<file path="config.mk">
export PLATFORM = sky130hd
export DESIGN_NAME = led_pattern_gen
export DESIGN_NICKNAME = d
export VERILOG_FILES = /design/src/rtl/led_pattern_gen.sv
export SDC_FILE = /design/constraint.sdc
export NUM_CORES = 1
export LEC_CHECK = 0
export BUFFER_PORTS_ARGS = -buffer_cell sky130_fd_sc_hd__buf_2
export CAP_MARGIN = 25
export CORE_MARGIN = 2
export CORE_UTILIZATION = 55
export DETAILED_ROUTE_END_ITERATION = 10
export GPL_ROUTABILITY_DRIVEN = 1
export PLACE_DENSITY = 0.72
export SETUP_SLACK_MARGIN = 0.15
export SLEW_MARGIN = 5
export SYNTH_ARGS = -nofsm -noshare
export SYNTH_HDL_FRONTEND = slang
export SYNTH_SLANG_ARGS = --single-unit
</file>
<file path="constraint.sdc">
create_clock -name clk -period 2.3 [get_ports clk]
set_clock_uncertainty 0.2 [all_clocks]
set_input_delay 0 -clock clk [delete_from_list [all_inputs] [get_ports clk]]
set_output_delay 0 -clock clk [all_outputs]
set_load 0.05 [all_outputs]
</file>
<file path="src/rtl/led_pattern_gen.sv">
`default_nettype none
// ============================================================================
//  Module      : led_pattern_gen
//  Description : Multi-channel LED pattern driver. Each channel is OFF, ON,
//                BLINK (programmable half-period) or PWM (programmable duty).
//                A global sync input restarts every channel's counters.
//  Revision    : 1.0 - initial release
// ============================================================================
module led_pattern_gen #(
    parameter int              CHANNELS     = 4,
    parameter int              DIV_WIDTH    = 32,
    parameter int              PWM_WIDTH    = 8,
    parameter longint unsigned DEFAULT_HALF = 49_999_999,
    localparam int             CH_W         = (CHANNELS > 1) ? $clog2(CHANNELS) : 1
) (
    input  logic                 clk,
    input  logic                 rst_n,
    input  logic                 cfg_we,
    input  logic [CH_W-1:0]      cfg_ch,
    input  logic [1:0]           cfg_mode,
    input  logic [DIV_WIDTH-1:0] cfg_half,
    input  logic [PWM_WIDTH-1:0] cfg_duty,
    input  logic                 sync,
    output logic [CHANNELS-1:0]  led,
    output logic [CHANNELS-1:0]  wrap
);

    localparam logic [1:0]           c_mode_off   = 2'd0;
    localparam logic [1:0]           c_mode_on    = 2'd1;
    localparam logic [1:0]           c_mode_blink = 2'd2;
    localparam logic [1:0]           c_mode_pwm   = 2'd3;
    localparam logic [DIV_WIDTH-1:0] c_default_half = DIV_WIDTH'(DEFAULT_HALF);

    for (genvar g = 0; g < CHANNELS; g++) begin : g_ch
        logic [1:0]           r_mode;
        logic [DIV_WIDTH-1:0] r_half;
        logic [PWM_WIDTH-1:0] r_duty;
        logic [DIV_WIDTH-1:0] r_cnt;
        logic [PWM_WIDTH-1:0] r_pwm_cnt;
        logic                 r_phase;
        logic                 r_event;
        logic                 r_led;
        logic                 r_wrap;
        logic                 w_sel;
        logic                 w_clr;
        logic                 w_blink_hit;
        logic                 w_pwm_hit;
        logic                 w_led_nxt;

        // Out-of-range channel numbers never match any generated index,
        // so such writes fall through with no effect.
        assign w_sel       = cfg_we && (cfg_ch == CH_W'(g));
        assign w_clr       = sync | w_sel;
        assign w_blink_hit = (r_cnt == r_half);
        assign w_pwm_hit   = &r_pwm_cnt;

        // LED level implied by the current (pre-edge) mode and counters
        always_comb begin
            w_led_nxt = 1'b0;
            case (r_mode)
                c_mode_off:   w_led_nxt = 1'b0;
                c_mode_on:    w_led_nxt = 1'b1;
                c_mode_blink: w_led_nxt = r_phase;
                c_mode_pwm:   w_led_nxt = (r_pwm_cnt < r_duty);
                default:      w_led_nxt = 1'b0;
            endcase
        end

        // Configuration registers, loaded only by a write to this channel
        always_ff @(posedge clk or negedge rst_n) begin
            if (!rst_n) begin
                r_mode <= c_mode_off;
                r_half <= c_default_half;
                r_duty <= '0;
            end else if (w_sel) begin
                r_mode <= cfg_mode;
                r_half <= cfg_half;
                r_duty <= cfg_duty;
            end
        end

        // Blink and PWM counters free-run in every mode; write or sync restarts them
        always_ff @(posedge clk or negedge rst_n) begin
            if (!rst_n) begin
                r_cnt     <= '0;
                r_pwm_cnt <= '0;
                r_phase   <= 1'b1;
            end else if (w_clr) begin
                r_cnt     <= '0;
                r_pwm_cnt <= '0;
                r_phase   <= 1'b1;
            end else begin
                r_pwm_cnt <= r_pwm_cnt + PWM_WIDTH'(1);
                if (w_blink_hit) begin
                    r_cnt   <= '0;
                    r_phase <= ~r_phase;
                end else begin
                    r_cnt   <= r_cnt + DIV_WIDTH'(1);
                end
            end
        end

        // Registered outputs; the wrap event is staged once so the pulse
        // lines up with the LED transition it marks.
        always_ff @(posedge clk or negedge rst_n) begin
            if (!rst_n) begin
                r_event <= 1'b0;
                r_led   <= 1'b0;
                r_wrap  <= 1'b0;
            end else begin
                r_event <= !w_clr &&
                           (((r_mode == c_mode_blink) && w_blink_hit) ||
                            ((r_mode == c_mode_pwm)   && w_pwm_hit));
                r_led   <= w_led_nxt;
                r_wrap  <= r_event;
            end
        end

        assign led[g]  = r_led;
        assign wrap[g] = r_wrap;
    end

endmodule
`default_nettype wire

</file>
## Word-level counts from Yosys, hierarchy flattened

Index checks and enable logic that the tools add are counted.
W data, S select, Z words.

- Register bits after elaboration: 344
- Output and inout port bits: 8

- Bitwise logic cells: 8
- $add $sub $neg: 8
- Reductions and logical operators: 37
- Multiplexer cells: 24
- $lt $le $gt $ge: 4
- Equal/unequal tests: 19

Operator list:

| operator | number |
|---|---|
| $mux W32 | 8 |
| $add A32 B1 Y32 const B | 4 |
| $eq A32 B32 Y1 | 4 |
| $add A8 B1 Y8 const B | 4 |
| $lt A8 B8 Y1 | 4 |
| $mux W8 | 4 |
| $reduce_and A8 Y1 | 4 |
| $eq A2 B2 Y1 const B | 10 |
| $logic_and A1 B1 Y1 | 16 |
| $pmux W1 S4 | 4 |
| $eq A2 B1 Y1 const B | 5 |
| $logic_not A2 Y1 | 5 |
| $mux W1 | 8 |
| $reduce_bool A2 Y1 | 4 |
| $logic_not A1 Y1 | 4 |
| $logic_or A1 B1 Y1 | 4 |
| $not A1 Y1 | 4 |
| $or A1 B1 Y1 | 4 |

## Logic depth before layout (Yosys ltp)

Gate-level depths: netlist of the first run.

- Depth after elaboration: 5
- Mapped depth: 7
- Depth with buffers taken out: 7

## Worst setup path before layout of the first run

No wires, ideal clock.

- Path type: reg-to-reg
- Start: register g_ch[1].r_cnt[9]
- End: register g_ch[1].r_cnt[9]
- Required time: 1.981 ns
- Clock period less this slack: 1.893 ns
- Path slack: 0.407 ns
- Path buffers: 2
- Cell stages (with the launch flop): 8
- Data arrival time: 1.574 ns
- Path through: dfrtp_1 > buf_6 > xor2_1 > nor4_2 > nand4_2 > o21ai_4 > buf_6 > nor2_2

- Word-level cells in the longest chain between the ends: 3
- Elaborated cells between the ends (all ways): 4
- Those cells by class: 1 x add/sub; 1 x eq/ne; 2 x mux

Ends and longest elaborated chain:

| what | line | RTL |
|---|---|---|
| start: declaration | 38 | `logic [DIV_WIDTH-1:0] r_cnt;` |
| start signal: assignment | 98 | `r_cnt <= r_cnt + DIV_WIDTH'(1);` |
| $add A32 B1 Y32 or $eq A32 B32 Y1 (tied branches) | 98, 54 |  |
| $mux W32 (*) | 94 | `if (w_blink_hit) begin` |
| $mux W32 (*) | 88 | `end else if (w_clr) begin` |

Every way passes the cells marked *; elsewhere a longest branch is shown, timed or not.
A chain may end at the register's enable or synchronous reset.

## Worst setup path after layout of the first run

- Start: register g_ch[3].r_cnt[15]
- End: register g_ch[3].r_event

- Word-level cells in the longest chain between the ends: 4

Ends and longest elaborated chain:

| what | line | RTL |
|---|---|---|
| start: declaration | 38 |  |
| start signal: assignment | 98 |  |
| $eq A32 B32 Y1 | 54 | `assign w_blink_hit = (r_cnt == r_half);` |
| $logic_and A1 B1 Y1 | 112 | `(((r_mode == c_mode_blink) && w_blink_hit) \|\|` |
| $logic_or A1 B1 Y1 | 112 |  |
| $logic_and A1 B1 Y1 | 111 | `r_event <= !w_clr &&` |
| end signal: assignment | 111 |  |
| end: declaration | 41 | `logic r_event;` |

No other way between the ends.

==> results of run 1 <==
-- critical path, stage by stage, from the launching register on --
cell and delay (ps):
dfrtp_1 430, xor2_1 200, nor4_2 410, nand4_1 240
buf_4 200, o31ai_1 220, and3_1 180
-- final cells by class --
class,count,area (sq um),area share (%)
sequential,344,8710,43.5
multi-input combinational,997,7780,38.8
timing repair buffer,185,1680,8.37
clock buffer,58,1130,5.63
tap,390,488,2.44
inverter,38,143,0.712
clock inverter,9,104,0.518
-- Yosys cell counts (all sizes together) --
cell and count:
dfrtp 268, xor2 224, nor2 168, mux2 161, dfstp 76, nand3 60
nand4 57, nand2 41, xnor2 41, buf 38, inv 38, ha 36
nor4 35, and3 33, and4 24, o21ai 22, a21oi 15, clkbuf 15
nor3 14, a21o 12, and2 10, or3 9, o31ai 8, nand2b 7
a31oi 5, a211oi 4, nand3b 4, nor2b 2, nor3b 2, nand4b 1
nor4bb 1, or2 1
-- cells in the final DEF (no fill, tap or decap), types with 8 or more instances in the layout --
cell / netlist / routed
xor2_1: 224 / 219
or3_1: 9 / 9
nor4_1: 30 / 17
dfrtp_1: 268 / 259
a21oi_1: 15 / 13
and2_1: 9 / 9
ha_1: 36 / 35
mux2_2: 161 / 161
clkbuf_1: 15 / 11
buf_2: 15 / 54
dfstp_2: 76 / 76
nor4_2: 4 / 15
nand3_1: 58 / 57
xnor2_1: 41 / 41
inv_1: 38 / 38
and3_1: 33 / 33
dlygate4sd3_1: 0 / 55
nand4_1: 54 / 54
clkbuf_16: 0 / 44
nor2_1: 156 / 145
and4_1: 22 / 22
buf_12: 0 / 14
dfrtp_2: 0 / 9
nor3_1: 12 / 12
o21ai_0: 18 / 18
nand2_1: 41 / 41
nor2_2: 10 / 16
buf_4: 12 / 52
a21o_1: 12 / 12
clkbuf_8: 0 / 8
-- cells by family after synthesis --
logic type / synth area share, %
simple gates: 15.1
flops: 52.1
xor+xnor: 13.9
mux: 10.8
buf+inv: 2.92
compound gates: 2.51
fa+ha+maj: 2.69
-- final timing paths --
check	from	end	cells after the start
max	g_ch[3].r_cnt[15]	g_ch[3].r_event	6
min reg2reg	g_ch[0].r_event	g_ch[0].r_wrap	0
max reg2reg	g_ch[3].r_cnt[15]	g_ch[3].r_event	6
min	cfg_ch[1]	g_ch[1].r_phase	4
min in group asynchronous	rst_n	g_ch[2].r_phase	3
max in group asynchronous	rst_n	g_ch[0].r_pwm_cnt[7]	4
-- routing by layer --
layer / share of wire, % / track usage, % / up-vias
met1: 44 / 34.7 / 5766
met4: 3.2 / 9.04 / 2
met3: 4.2 / 3.60 / 89
met2: 49 / 41.9 / 276
li1: - / - / 5274
met5: 0.14 / 1.44 / -
-- registers in the layout (all words and copies together) (netlist names) --
register        count
g_ch.r_half       128
g_ch.r_wrap         4
g_ch.r_led          4
g_ch.r_phase        4
g_ch.r_duty        32
g_ch.r_pwm_cnt     32
g_ch.r_cnt        128
g_ch.r_event        4
g_ch.r_mode         8
-- stage by stage --
stage	utilization (%)	cells	power [mW]
2_1_floorplan	-	1432	8.45
3_3_place_gp	59.1	1868	9.06
3_5_place_dp	59.1	1868	9.13
4_1_cts	65.3	1993	15.3
5_1_grt	67.2	2021	15.9
6_report	67.2	2021	15.3
-- power groups by stage --
stage	Combinational (mW)	Clock [mW]	Sequential, mW
floorplan	1.22	0	7.24
global placement	1.69	0	7.38
detailed placement	1.73	0	7.40
CTS	1.84	6.13	7.30
global route	2.14	6.39	7.38
finish	1.96	6.03	7.31
-- timing repair --
item                                    4_1_cts  5_1_grt
endpoints found under the setup margin       98      132
gates cloned                                  0        7
pin swaps                                     2       27
setup buffers                                 2       21
gates resized for setup                       2       56
hold buffers                                 56        0
hold endpoints to repair                    552        0
==> metrics.yaml, run 1 <==
drive_gt1_share_pct: 30.5
critical_path_peak_fanout: 4
synth_area_per_cell_sq_um: 11.7
synth_cell_types: 46
ys_ff_latch: 344
numCtsBuffers: 38
ys_seq_area_share_pct: 52.1
setup_ws_ps: 136
grt_pass1_wl_mm: 62.1
cp-start-kind: "flip-flop"
grt_pass1_vias: 11300
antenna_found_initial: 0
grt_max_degree: 60
overflow: 0
crit_type: "reg2reg"
cts_root_buffer: "clkbuf_16"
drcViolationCount: 0
slew_headroom_pct: 49.7
cts.path.max_buffers: 3
cts_tree: "built"
tns_ps: 0
core_sq_um: 29800
endpoint_kind: "flip-flop"
synth_area_leaders: "dfrtp_1 (40%), dfstp_2 (12%), xor2_1 (12%), mux2_2 (11%), nor2_1 (3.5%)"
pwr-share-clk_pct: 39.4
wire_per_inst_um: 20.1
rsz0062_at_grt: "yes"
start_util_pct: 56.1
placement_rows: 63
min_period_ps: 2160
path_clk_slew_ps: 60
p_int_mw: 11.4
dp_slack_ps: 65.7
peakVddDrop_v: 0.000664
power_density_nw_per_um2: 764
clock_sinks: 344
final_cell_area_sq_um: 20000
dieHeight_um: 178
vias: 11400
fin_nets: 1688
hold_ws_ps: 54.8
maxCapViolations: 0
synth_top_area_share_pct: 40.1
vias_per_cell: 5.64
dieArea_sq_um: 31800
hold_violations: 0
switching_share_pct: 25.4
setup_viol: 0
portBuffers: 55
yosysTopAreaCell: "dfrtp_1"
dr.pass1.iters: 7
crit_required_ps: 2550
slew_violations: 0
reg2reg_slack_ps: 140
pwr-share-comb_pct: 12.8
routed_wl_mm: 40.5
placed_area_sq_um: 17600
syn-num-nets: 1516
io_pins: 56
routabilityCongestion: 0.854
arrival_ps: 2410
worstHoldPathType: "in2reg"
clock_latency_ps: 530
dp_hpwl_mm: 26.5
fillers: 2201
htree_levels: 2
fin_crit_sh_pct: 94.1
syn_to_final_growth_pct: 19.8
ys_warn_count: 0
p_seq_share_pct: 47.8
static-leakage-power_nw: 9.12
die-width_um: 178
ant_nets: 0
drt_iter0_drc: 893
antenna_cells: 0
max_freq_ghz: 0.462
syn_inst: 1432
outcome: "finished, final reports clean"
max_slew.worst_pin.slew_ps: 753
gr-usage-all-layers_pct: 25.5
power_switching_mw: 3.88
syn_area_sq_um: 16700
No activity file was read; power rests on OpenSTA's default activity.
==> inputs of run 2 (changes only) <==
--- a/config.mk
+++ b/config.mk
@@ -5,8 +5,8 @@
 export SDC_FILE = /design/constraint.sdc
 export NUM_CORES = 1
 export LEC_CHECK = 0
+export ABC_AREA = 1
 export BUFFER_PORTS_ARGS = -buffer_cell sky130_fd_sc_hd__buf_2
-export CAP_MARGIN = 25
 export CORE_MARGIN = 2
 export CORE_UTILIZATION = 55
 export DETAILED_ROUTE_END_ITERATION = 10
==> run 2 against run 1 <==
Maximum frequency is 6.5% higher. Final cell count grew 51%. Core utilization decreased by 3.5 points. Design area rose by 6.1%. Critical endpoint is now g_ch[1].r_cnt[9]. Sequential cell count unchanged. Critical path depth grew 2. Synthesized cell count is 70% higher. Critical path type unchanged. Global-route usage up 3.9 points.
==> metrics.yaml, run 2 <==
overflow: 0  # unchanged
syn-num-nets: 2522  # +66%
grt_max_degree: 85  # +42%
synth_top_area_share_pct: 36.3  # -3.9 points
peakVddDrop_v: 0.000640  # -3.5%
grt_pass1_wl_mm: 81.4  # +31%
maxCapViolations: 0  # unchanged
placement_rows: 67  # +6.3%
setup_viol: 0  # unchanged
max_freq_ghz: 0.492  # +6.5%
top_usage_layer: "met2"
routed_wl_mm: 50.8  # +25%
ys.flop_type: "dfrtp_1"
crit_chain: "xnor2_1, nand2_1, nor2_1, nand2_1, nor2_1, nand2_2, nand2_8, nor2_1"
synth_top_family_by_area: "simple AND/OR/NAND/NOR gates"
clock_sinks: 344  # unchanged
cp-start-kind: "flip-flop"
wire_per_inst_um: 16.7  # -17%
htree_levels: 2  # unchanged
cts.path.max_buffers: 3  # unchanged
finalPower_mw: 15.7  # +2.5%
static-leakage-power_nw: 9.65  # +5.8%
synth_enable_flop_cells: 0  # unchanged
synth-xor-area-share_pct: 8.05  # -5.8 points
crit_top_cell: "nor2_1"
cts_root_buffer: "clkbuf_16"
synth_area_leaders: "dfrtp_1 (36%), nand2_1 (16%), dfstp_2 (11%), nor2_1 (7.8%), inv_1 (5.5%)"
gr-usage-met2_pct: 47.2  # +5.3 points
yosys.area_share.simple_pct: 29.1  # +14 points
critPathSlowestCell: "dfrtp_1"
layoutNonFillerInstCount: 3044  # +51%
grtUsageMet1_pct: 40.4  # +5.6 points
die-width_um: 187  # +5.1%
dp.cells: 2903  # +55%
drt_iter0_drc: 1060  # +19%
synth_mux_area_share_pct: 0  # -11 points
dp_slack_ps: 221  # +156 ps
drive_gt1_share_pct: 9.87  # -21 points
routabilityCongestion: 0.966  # +13%
min_period_ps: 2030  # -132 ps
arrival_ps: 2270  # -140 ps
setup_ws_ps: 269  # +132 ps
synth-compound-area-share_pct: 6.17  # +3.7 points
fin_crit_sh_pct: 88.3  # -5.8 points
portBuffers: 55  # unchanged
tns_ps: 0  # unchanged
drcViolationCount: 0  # unchanged
vias: 15800  # +39%
gr-usage-met3_pct: 4.95  # +1.4 points
ys_ff_latch: 344  # unchanged
gr-usage-all-layers_pct: 29.4  # +3.9 points
power_density_nw_per_um2: 738  # -3.3%
yosysMostFrequentCell: "nand2_1"
yosysTopAreaCell: "dfrtp_1"
final_common_cell: "nand2_1"
rsz0062_at_grt: "no"
ys_seq_area_share_pct: 47.1  # -5.0 points
async_reset_ff_share_pct: 100  # unchanged
start_util_pct: 55.4  # -0.68 points
dp_hpwl_mm: 37.0  # +40%
critical_path_peak_fanout: 27  # +23
ys_warn_count: 0  # unchanged
fin_nets: 2647  # +57%
max_slew.worst_pin.slew_ps: 765  # +11.9 ps
ant_nets: 0  # unchanged
antenna_found_initial: 3  # +3
hold_violations: 0  # unchanged
slew_headroom_pct: 48.8  # -0.86 points
syn_area_sq_um: 18500  # +11%
cts_tree: "built"
core_sq_um: 33400  # +12%
crit_required_ps: 2540  # about the same
max_stage_delay_ps: 460  # +30 ps
dieArea_sq_um: 35100  # +10%
grt_pass1_vias: 15400  # +36%
cts_setup_buffers: 0  # -2
endpoint_kind: "flip-flop"
clock_latency_ps: 550  # +20 ps
syn_to_final_growth_pct: 14.9
path_clk_slew_ps: 70  # about the same
synth-adder-area-share_pct: 2.44  # -0.26 points
reg_top3: "g_ch.r_cnt (128), g_ch.r_half (128)"
synth_area_per_cell_sq_um: 7.59  # -35%
crit_type: "reg2reg"
worstHoldPathType: "in2reg"
numCtsBuffers: 39  # +2.6%
synth_common_cells: "nand2_1 (799), nor2_1 (385), inv_1 (273), dfrtp_1 (268), o21ai_0 (177)"
synth_cell_types: 33  # -28%
io_pins: 56  # unchanged
syn_inst: 2438  # +70%
final_cell_mix: "nand2_1 (799), nor2_1 (385), inv_1 (273), dfrtp_1 (268), o21ai_0 (177)"
vias_per_cell: 5.21  # -7.8%
dieHeight_um: 187  # +5.1%
dr.pass1.iters: 5  # -2
outcome: "finished, final reports clean"
slew_violations: 0  # unchanged
## run 2: path summary, 6_finish.rpt
kind	from	endpoint	slack, ps	depth (start not counted)
worst min register to register	g_ch[1].r_event	g_ch[1].r_wrap	150	0
worst max register to register	g_ch[1].r_cnt[3]	g_ch[1].r_cnt[9]	270	8
max in group asynchronous	rst_n	g_ch[0].r_half[21]	920	4
worst min-delay path	cfg_ch[0]	g_ch[0].r_half[22]	20	4
min in group asynchronous	rst_n	g_ch[3].r_half[13]	460	3
worst max-delay path	g_ch[1].r_cnt[3]	g_ch[1].r_cnt[9]	270	8
## run 2: metal layers
layer,vias up,wire [um]
met1,7446,22400
met5,-,27
li1,7764,-
met3,134,3200
met4,4,1950
met2,498,23200
## run 2: repair_timing
| action | CTS | global route |
|---|---|---|
| hold buffers | 67 | 0 |
| resized for setup | 0 | 5 |
| endpoints found under the hold margin | 615 | 0 |
| endpoints found under the setup margin | 0 | 102 |
## run 2: critical path: cells and delay by family (launching register included)
family                    cells  cell delay (ps)
DFF                           1              460
xor gates and xnor gates      1              360
and+or+nand+nor               7              880
## run 2: logic make-up (layout without fill, tap and decap cells)
family                   after synthesis  after routing
AO/OA/AOI/OAI                        225            225
XOR/XNOR                             170            170
adder cells (fa/ha/maj)               36             36
flip-flops                           344            344
other                                  0              2
buffers and inverters                330            486
AND/OR/NAND/NOR                     1333           1333
## run 2: metrics by stage
step                      instance area (sq um)  util (%)  hold slack, ps
after floorplan                           18500         -            -496
after global placement                    19200      57.6            -280
after detailed placement                  19200      57.6            -278
after CTS                                 21200      63.5            16.2
after global routing                      21200      63.7             105
final                                     21200      63.7            21.8
## run 2: power breakdown
part | total, mW | leakage, nW | internal [mW] | switching, mW
registers | 7.17 | 4.36 | 6.74 | 0.425
logic | 2.17 | 4.66 | 0.812 | 1.36
clock network | 6.35 | 0.629 | 3.70 | 2.65
## run 2: area by class of cell
class                      instances  area, sq um
timing repair buffer             137         1130
fill                            2946        12100
clock inverter                    22          220
tap                              448          561
antenna                            2         5.00
clock buffer                      50         1080
inverter                         277         1040
sequential                       344         8700
multi-input combinational       1764         8510
